$ cat config.mk
export PLATFORM = sky130hd
export DESIGN_NAME = inst_encoder
export DESIGN_NICKNAME = d
export VERILOG_FILES = /design/src/rtl/inst_encoder.sv
export SDC_FILE = /design/constraint.sdc
export NUM_CORES = 1
export LEC_CHECK = 0
export ABC_AREA = 1
export CAP_MARGIN = 20
export CORE_MARGIN = 10
export CORE_UTILIZATION = 60
export CTS_BUF_LIST = sky130_fd_sc_hd__clkbuf_4
export CTS_CLUSTER_SIZE = 20
export DETAILED_ROUTE_END_ITERATION = 8
export GPL_TIMING_DRIVEN = 0
export PLACE_DENSITY = 0.88
export SETUP_SLACK_MARGIN = 0.3
export SYNTH_ARGS = -nofsm -noshare
export SYNTH_HDL_FRONTEND = slang
export SYNTH_SLANG_ARGS = --single-unit
$ cat constraint.sdc
create_clock -name clk -period 10.1 [get_ports clk]
set_clock_uncertainty 0.15 [all_clocks]
set_input_delay 1.515 -clock clk [delete_from_list [all_inputs] [get_ports clk]]
set_output_delay 1.515 -clock clk [all_outputs]
set_load 0.02 [all_outputs]
$ cat src/rtl/inst_encoder.sv
// inst_encoder: packs symbolic instructions into 32-bit words, buffers them
// in a small FIFO and writes them to instruction memory at consecutive word
// addresses from a programmable base.
// Optional feature macro: INST_ENC_BRANCH_PAD_EN (one NOP pad word after each
// accepted BEZ/BNE/JMP).
module inst_encoder #(
  parameter int ADDR_W = 10,
  parameter int DEPTH  = 4
) (
  input  logic              clk,
  input  logic              rst,
  input  logic              start,
  input  logic [ADDR_W-1:0] base_addr,
  input  logic              finish,
  input  logic              in_valid,
  output logic              in_ready,
  input  logic [5:0]        op,
  input  logic [4:0]        dst,
  input  logic [4:0]        src1,
  input  logic [4:0]        src2,
  input  logic [15:0]       imm,
  output logic              mem_we,
  input  logic              mem_ready,
  output logic [ADDR_W-1:0] mem_addr,
  output logic [31:0]       mem_wdata,
  output logic              busy,
  output logic              done,
  output logic [ADDR_W-1:0] word_cnt,
  output logic [7:0]        err_cnt
);

  localparam int PTR_W = (DEPTH > 1) ? $clog2(DEPTH) : 1;
  localparam int CNT_W = PTR_W + 1;
  localparam logic [CNT_W-1:0] DEPTH_C = CNT_W'(DEPTH);

  typedef enum logic [1:0] {S_IDLE, S_LOAD, S_DRAIN} state_e;

  state_e            state_q, state_d;
  logic [31:0]       fifo_mem [DEPTH];
  logic [PTR_W-1:0]  wr_ptr_q, wr_ptr_d;
  logic [PTR_W-1:0]  rd_ptr_q, rd_ptr_d;
  logic [CNT_W-1:0]  count_q, count_d;
  logic [ADDR_W-1:0] mem_addr_q, mem_addr_d;
  logic [ADDR_W-1:0] word_cnt_q, word_cnt_d;
  logic [7:0]        err_cnt_q, err_cnt_d;

  logic [31:0] enc_word;
  logic        enc_legal;
  logic        pop, push, push_word, pad_push, accept;
  logic        fifo_room, pad_pending, drain_empty;
  logic [31:0] push_data;
  logic        unused_base_bits;

  // The low address bits are forced to zero; the inputs are intentionally dropped.
  assign unused_base_bits = ^base_addr[1:0];

  // Encode the presented instruction and classify its opcode.
  always_comb begin
    enc_word  = 32'h0;
    enc_legal = 1'b0;
    case (op)
      6'b000001, 6'b000011, 6'b000101, 6'b000110, 6'b000111,
      6'b001000, 6'b001001, 6'b001010, 6'b001011, 6'b001100: begin
        enc_word  = {op, dst, src1, src2, 11'b0};
        enc_legal = 1'b1;
      end
      6'b100000, 6'b100001, 6'b100100: begin
        enc_word  = {op, dst, src1, imm};
        enc_legal = 1'b1;
      end
      6'b100101, 6'b101001: begin
        // ST and BNE carry src2 in the A field
        enc_word  = {op, src2, src1, imm};
        enc_legal = 1'b1;
      end
      6'b101000: begin
        enc_word  = {op, 5'b0, src1, imm};
        enc_legal = 1'b1;
      end
      6'b101010: begin
        enc_word  = {op, 10'b0, imm};
        enc_legal = 1'b1;
      end
      default: begin
        enc_word  = 32'h0;
        enc_legal = 1'b0;
      end
    endcase
  end

  // A popped word frees its slot on the same edge, so a full FIFO can still take a push.
  assign pop         = mem_we && mem_ready;
  assign fifo_room   = (count_q != DEPTH_C) || pop;
  assign accept      = in_valid && in_ready;
  assign push_word   = accept && enc_legal;
  assign pad_push    = pad_pending && fifo_room;
  assign push        = push_word || pad_push;
  assign push_data   = pad_push ? 32'h0 : enc_word;
  assign drain_empty = (count_q == '0) && !pad_pending;

`ifdef INST_ENC_BRANCH_PAD_EN
  logic enc_branch;
  logic pad_pending_q, pad_pending_d;

  assign enc_branch = (op == 6'b101000) || (op == 6'b101001) || (op == 6'b101010);

  // A pad becomes pending on an accepted branch and clears once the NOP is pushed.
  always_comb begin
    pad_pending_d = pad_pending_q;
    if (pad_push)
      pad_pending_d = 1'b0;
    else if (push_word && enc_branch)
      pad_pending_d = 1'b1;
  end

  // Pad-pending register.
  always_ff @(posedge clk or negedge rst) begin
    if (!rst) pad_pending_q <= 1'b0;
    else      pad_pending_q <= pad_pending_d;
  end

  assign pad_pending = pad_pending_q;
`else
  assign pad_pending = 1'b0;
`endif

  // FIFO storage; contents need no reset because the count gates every read.
  always_ff @(posedge clk) begin
    if (push) fifo_mem[wr_ptr_q] <= push_data;
  end

  // FIFO pointer and occupancy next-state.
  always_comb begin
    wr_ptr_d = wr_ptr_q + PTR_W'(push);
    rd_ptr_d = rd_ptr_q + PTR_W'(pop);
    count_d  = count_q + CNT_W'(push) - CNT_W'(pop);
  end

  // Session counters: start reloads them, each write advances address and count.
  always_comb begin
    mem_addr_d = mem_addr_q;
    word_cnt_d = word_cnt_q;
    err_cnt_d  = err_cnt_q;
    if (state_q == S_IDLE && start) begin
      mem_addr_d = {base_addr[ADDR_W-1:2], 2'b00};
      word_cnt_d = '0;
      err_cnt_d  = '0;
    end else begin
      if (pop) begin
        mem_addr_d = mem_addr_q + ADDR_W'(4);
        word_cnt_d = word_cnt_q + ADDR_W'(1);
      end
      if (accept && !enc_legal && err_cnt_q != 8'hFF)
        err_cnt_d = err_cnt_q + 8'd1;
    end
  end

  // Datapath registers.
  always_ff @(posedge clk or negedge rst) begin
    if (!rst) begin
      wr_ptr_q   <= '0;
      rd_ptr_q   <= '0;
      count_q    <= '0;
      mem_addr_q <= '0;
      word_cnt_q <= '0;
      err_cnt_q  <= '0;
    end else begin
      wr_ptr_q   <= wr_ptr_d;
      rd_ptr_q   <= rd_ptr_d;
      count_q    <= count_d;
      mem_addr_q <= mem_addr_d;
      word_cnt_q <= word_cnt_d;
      err_cnt_q  <= err_cnt_d;
    end
  end

  // FSM state register.
  always_ff @(posedge clk or negedge rst) begin
    if (!rst) state_q <= S_IDLE;
    else      state_q <= state_d;
  end

  // FSM next-state logic.
  always_comb begin
    state_d = state_q;
    case (state_q)
      S_IDLE:  if (start)       state_d = S_LOAD;
      S_LOAD:  if (finish)      state_d = S_DRAIN;
      S_DRAIN: if (drain_empty) state_d = S_IDLE;
      default:                  state_d = S_IDLE;
    endcase
  end

  // FSM outputs.
  always_comb begin
    busy     = (state_q != S_IDLE);
    done     = (state_q == S_DRAIN) && drain_empty;
    in_ready = (state_q == S_LOAD) && fifo_room && !pad_pending;
  end

  assign mem_we    = (count_q != '0);
  assign mem_wdata = mem_we ? fifo_mem[rd_ptr_q] : 32'h0;
  assign mem_addr  = mem_addr_q;
  assign word_cnt  = word_cnt_q;
  assign err_cnt   = err_cnt_q;

endmodule

Word-level counts from Yosys, hierarchy flattened
Memories as Yosys holds them, arrays and structs flattened.
Index checks and enable logic that the tools add are counted.

operators by class
  add/subtract/negate cells = 7
  $mul = 0
  div/mod/pow operators = 0
  magnitude comparators = 0
  eq/ne operators = 24
  shift-type cells = 0
  muxes and demuxes = 15
  bitwise operators = 0
  reductions and logical operators = 21

operators by type and width
  operator                                       number
  one-hot mux 32 bit (5 select lines)            1
  == test 6 bit, second input constant           7
  two-way mux 10 bit                             4
  two-way mux 32 bit                             1
  == test 6 x 4 -> 1 bit, second input constant  5
  == test 6 x 3 -> 1 bit, second input constant  3
  OR reduction 17 bit                            1
  two-way mux 8 bit                              2
  adder 10 x 1 -> 10 bit, second input constant  1
  adder 10 x 3 -> 10 bit, second input constant  1
  OR reduction 10 bit                            1
  adder 8 x 1 -> 8 bit, second input constant    1
  logical AND 1 bit                              8
  != test 8 bit, second input constant           1
  == test 6 x 1 -> 1 bit, second input constant  1
  == test 6 x 2 -> 1 bit, second input constant  1
  two-way mux 2 bit                              3
  != test 2 bit, second input constant           3
  one-hot mux 2 bit (3 select lines)             1
  nonzero test 2 bit                             3
  adder 2 x 1 -> 2 bit                           2
  adder 3 x 1 -> 3 bit                           1
  logical NOT 3 bit                              1
  two-way mux 1 bit                              3
  other kinds (11)                               11

word-level totals
  register bits = 37
  latch bits = 0
  bits in writable memories = 128
  bits in read-only memories = 0
  bits of input ports = 53
  output and inout bits = 64
  memories kept = 1

memories
  name      depth  bits a word  rd ports  clocked after memory_dff  write ports  RTL line  RTL
  fifo_mem  4      32           1         0                         1            39        logic [31:0] fifo_mem [DEPTH];

Depth between registers and ports, before layout
  depth in word-level cells = 9
  depth in mapped cells = 14

Least setup slack after synthesis
No wires, ideal clock.

  path kind = in2reg
  start = input op[5]
  end = memory fifo_mem[0][0] (enable)
  library setup time = 0.461 ns
  data arrival time = 4.262 ns
  data required time = 9.489 ns
  path slack = 5.227 ns
  cell stages on the path = 6
  buffers on the path = 0
  cell sequence = inv_2 nor2_2 nand3_2 nand3_2 nand2_2 nor3_1

on the way
  word-level cells in the longest chain between the ends = 6

RTL lines
  element                                    RTL line  RTL
  start: declaration                         17        input logic [5:0] op,
  == test 6 bit (tied with other cells)      61        case (op)
  OR reduction 17 bit (no line) *            -
  two-way mux 1 bit *                        61
  logical AND 1 bit *                        95        assign push_word = accept && enc_legal;
  two-way mux 1 bit *                        129       if (push) fifo_mem[wr_ptr_q] <= push_data;
  two-way mux 1 bit (implied by the code) *  129
  end: declaration                           39

Every way passes the cells marked *; elsewhere a longest branch is shown, timed or not.

Worst setup path in the final report
  start = input mem_ready
  end = output in_ready

on the way
  word-level cells in the longest chain between the ends = 3

RTL lines
  element             RTL line  RTL
  start: declaration  23        input logic mem_ready,
  logical AND 1 bit   92        assign pop = mem_we && mem_ready;
  logical OR 1 bit    93        assign fifo_room = (count_q != DEPTH_C) || pop;
  logical AND 1 bit   198       in_ready = (state_q == S_LOAD) && fifo_room && !pad_pending;
  end: declaration    16        output logic in_ready,

Every way passes these cells.

==> impl_metrics.tcl <==
set metrics [dict create \
    rsz0062_at_grt "false" \
    drt_wl_total_mm 19.1 \
    synth_cell_types 36 \
    synth-seq-cells 163 \
    synth-compound-area-share 0.0961 \
    drv_cap 0 \
    hpwlAfterDp_mm 13.6 \
    grt_pass1_wl_mm 29.9 \
    crit_type "in2out" \
    fillCellCount 789 \
    reg2reg_slack_ns 7.54 \
    cts_setup_buffers 0 \
    yosysSeqAreaShare 0.638 \
    top_usage_layer "met2" \
    num_vias 5984 \
    powerDensity_nw_per_um2 251 \
    top_level_ports 117 \
    fin_nets 945 \
    ff_latch_area_um2 4720 \
    fmax_mhz 219 \
    path_depth 6 \
    portBuffers 112 \
    clk_pin_slew_worst_paths_ns 0.12 \
    core_area_um2 12100 \
    synthSimpleGateAreaFrac 0.183 \
    slowest_stage "clkdlybuf4s50_1" \
    met1_usage 0.258 \
    cts-buffers-inserted 17 \
    routed_via_density 5.62 \
    required_ns 8.44 \
    area_delta_synth_final_pct 23.5 \
    slew_viol_final 0 \
    start_util 0.613 \
    wl_per_cell_um 17.9 \
    fin_util 0.758 \
    fin_tns_setup_ns 0 \
    period_share 0.451 \
    cp-endpoint "in_ready" \
    first_pass_iters 5 \
    die_h_um 131 \
    crit_buf_inv 3 \
    synth.avg_cell_area_um2 10.1 \
    setup_violations 0 \
    dieArea_um2 17200 \
    clk_latency_ns 0.57 \
    critPathMaxFanout 2 \
    post_cts_resized 0 \
    grtUsageTotal 0.226 \
    min_period_ns 4.56 \
    hold_path.class "reg2reg" \
    rows 40 \
    r2r_start "state_q[0]" \
    overflow 0 \
    antenna_found_initial 0 \
    cts_hold_buf 0 \
    holdWs_ns 0.381 \
    antenna_cells 0 \
    grt_max_degree 36 \
    reg2regPathDepth 10 \
    relSlewSlack 0.469 \
    synth_top_family_by_area "simple AND/OR/NAND/NOR gates" \
    syn_area_um2 7400 \
    synthAdderAreaFrac 0.0145 \
    status "finished, final reports clean" \
    drt_iter0_drc 661 \
    ant_nets 0 \
    worst_pin_slew_ns 0.796 \
    crit_family "buffers and inverters" \
    end_kind "output pin" \
    cp.arrival_ns 2.89 \
    power.leakage_nw 3.66 \
    drc 0 \
    clock_path_buffers 2 \
    reg2reg_to "fifo_mem[3][6]" \
    worst_setup_path_start_kind "primary input" \
    grt_util_met2 0.403 \
    routabilityCongestion 0.860 \
    grt_pass1_vias 6041 \
    synth_warnings 0 \
    critPathLaunch "mem_ready" \
    layout_common_cells "nor2_1, edfxtp_1, clkdlybuf4s50_1" \
    critical-path-max-stage-delay_ns 0.60 \
    path_cells "clkdlybuf4s50_1 > nor2_1 > nand2_1 > nand2_1 > inv_2 > clkdlybuf4s50_1" \
    synth-xor-area-share 0.00947 \
    grt_util_met3 0.0524 \
    multi_input_area_um2 2280 \
    hold_viol 0 \
    cts_max_level 4 \
    cts_tree "done" \
    ir_drop_mv 0.162 \
    layout_commonest_cell "nor2_1" \
    drive_above_1_share 0.109 \
    numClockSinks 163 \
    die_w_um 131 \
    syn_inst 736 \
    synthMuxAreaShare 0 \
    total_power_w 0.00229 \
    cts_root_buf "clkbuf_4" \
]
-- Yosys cell counts --
| master | number | area share |
|---|---|---|
| nand2_4 | 1 | 0.0015 |
| o21bai_1 | 1 | 0.0010 |
| nor2_4 | 2 | 0.0030 |
| inv_1 | 60 | 0.030 |
| buf_2 | 14 | 0.0095 |
| a22oi_1 | 1 | 0.0010 |
| a31oi_1 | 4 | 0.0034 |
| nand4_4 | 1 | 0.0029 |
| nor3_1 | 10 | 0.0068 |
| conb_1 | 1 | 0.00051 |
| xnor2_1 | 2 | 0.0024 |
| o31ai_1 | 3 | 0.0030 |
| nor2_2 | 5 | 0.0042 |
| edfxtp_1 | 128 | 0.52 |
| ha_1 | 7 | 0.012 |
| nand2_1 | 77 | 0.039 |
| nand2_2 | 4 | 0.0034 |
| and3_1 | 1 | 0.00085 |
| a21boi_0 | 1 | 0.0010 |
| inv_2 | 13 | 0.0066 |
| nand3_2 | 7 | 0.0095 |
| nand3_1 | 22 | 0.015 |
| dfrtp_1 | 35 | 0.12 |
| nor3_2 | 2 | 0.0027 |
| fa_1 | 1 | 0.0027 |
| nand4_1 | 9 | 0.0076 |
| clkbuf_1 | 12 | 0.0061 |
| buf_1 | 4 | 0.0020 |
| o21ai_1 | 4 | 0.0027 |
| a21oi_1 | 40 | 0.027 |
| o21ai_0 | 81 | 0.055 |
| buf_4 | 3 | 0.0030 |
| o211ai_1 | 2 | 0.0020 |
| xor2_1 | 6 | 0.0071 |
| clkinv_1 | 2 | 0.0010 |
| nor2_1 | 170 | 0.086 |
-- metal layers --
layer | up-vias | wire length, µm
li1 | 2767 | -
met1 | 2877 | 7150
met2 | 296 | 9910
met3 | 44 | 1600
met4 | 0 | 432
met5 | - | 0
-- report_power, final --
group / leakage (nW) / internal (W) / switching, W / total, W
registers: 1.63 / 0.000779 / 0.0000532 / 0.000833
logic: 1.89 / 0.000438 / 0.000684 / 0.00112
clock network: 0.139 / 0.000126 / 0.000214 / 0.000340
total: 3.66 / 0.00134 / 0.000951 / 0.00229
-- stage by stage --
step                cell area, µm²  std cells  setup WS [ns]
floorplan                     7420        741           5.23
global placement              8750       1021           3.07
detailed placement            8900       1033           5.55
CTS                           9140       1065           5.54
global route                  9140       1065           5.46
finish                        9140       1065           5.54
-- registers in the layout, indices dropped and copies added, names as in the netlist --
register and flops:
fifo_mem 128, word_cnt 10, err_cnt 8, mem_addr 8, count_q 3, rd_ptr_q 2
state_q 2, wr_ptr_q 2
-- area by class of cell --
cell class	instances	area share
Inverter	75	0.0308
Timing Repair Buffer	124	0.137
Buffer	33	0.0167
Clock inverter	12	0.00999
Sequential cell	163	0.516
Clock buffer	20	0.0164
Tap cell	168	0.0230
Multi-Input combinational cell	470	0.250
-- worst min-delay path by stage --
stage                start           to  slack [ns]  cells past startpoint
2_1_floorplan   state_q[1]   state_q[0]        0.32                      1
3_3_place_gp   mem_addr[9]  mem_addr[9]        0.35                      2
3_5_place_dp    state_q[0]   state_q[1]        0.37                      1
4_1_cts         state_q[0]   state_q[1]        0.38                      1
5_1_grt         state_q[0]   state_q[1]        0.41                      1
6_report        state_q[0]   state_q[1]        0.38                      1
-- cell families after synthesis --
kind of cell	count (synthesis)
adder cells (fa/ha/maj)	8
buffers and inverters	108
flip-flops	163
AND/OR/NAND/NOR	311
AO/OA/AOI/OAI	137
other	1
XOR/XNOR	8
No activity file was read; power rests on OpenSTA's default activity.
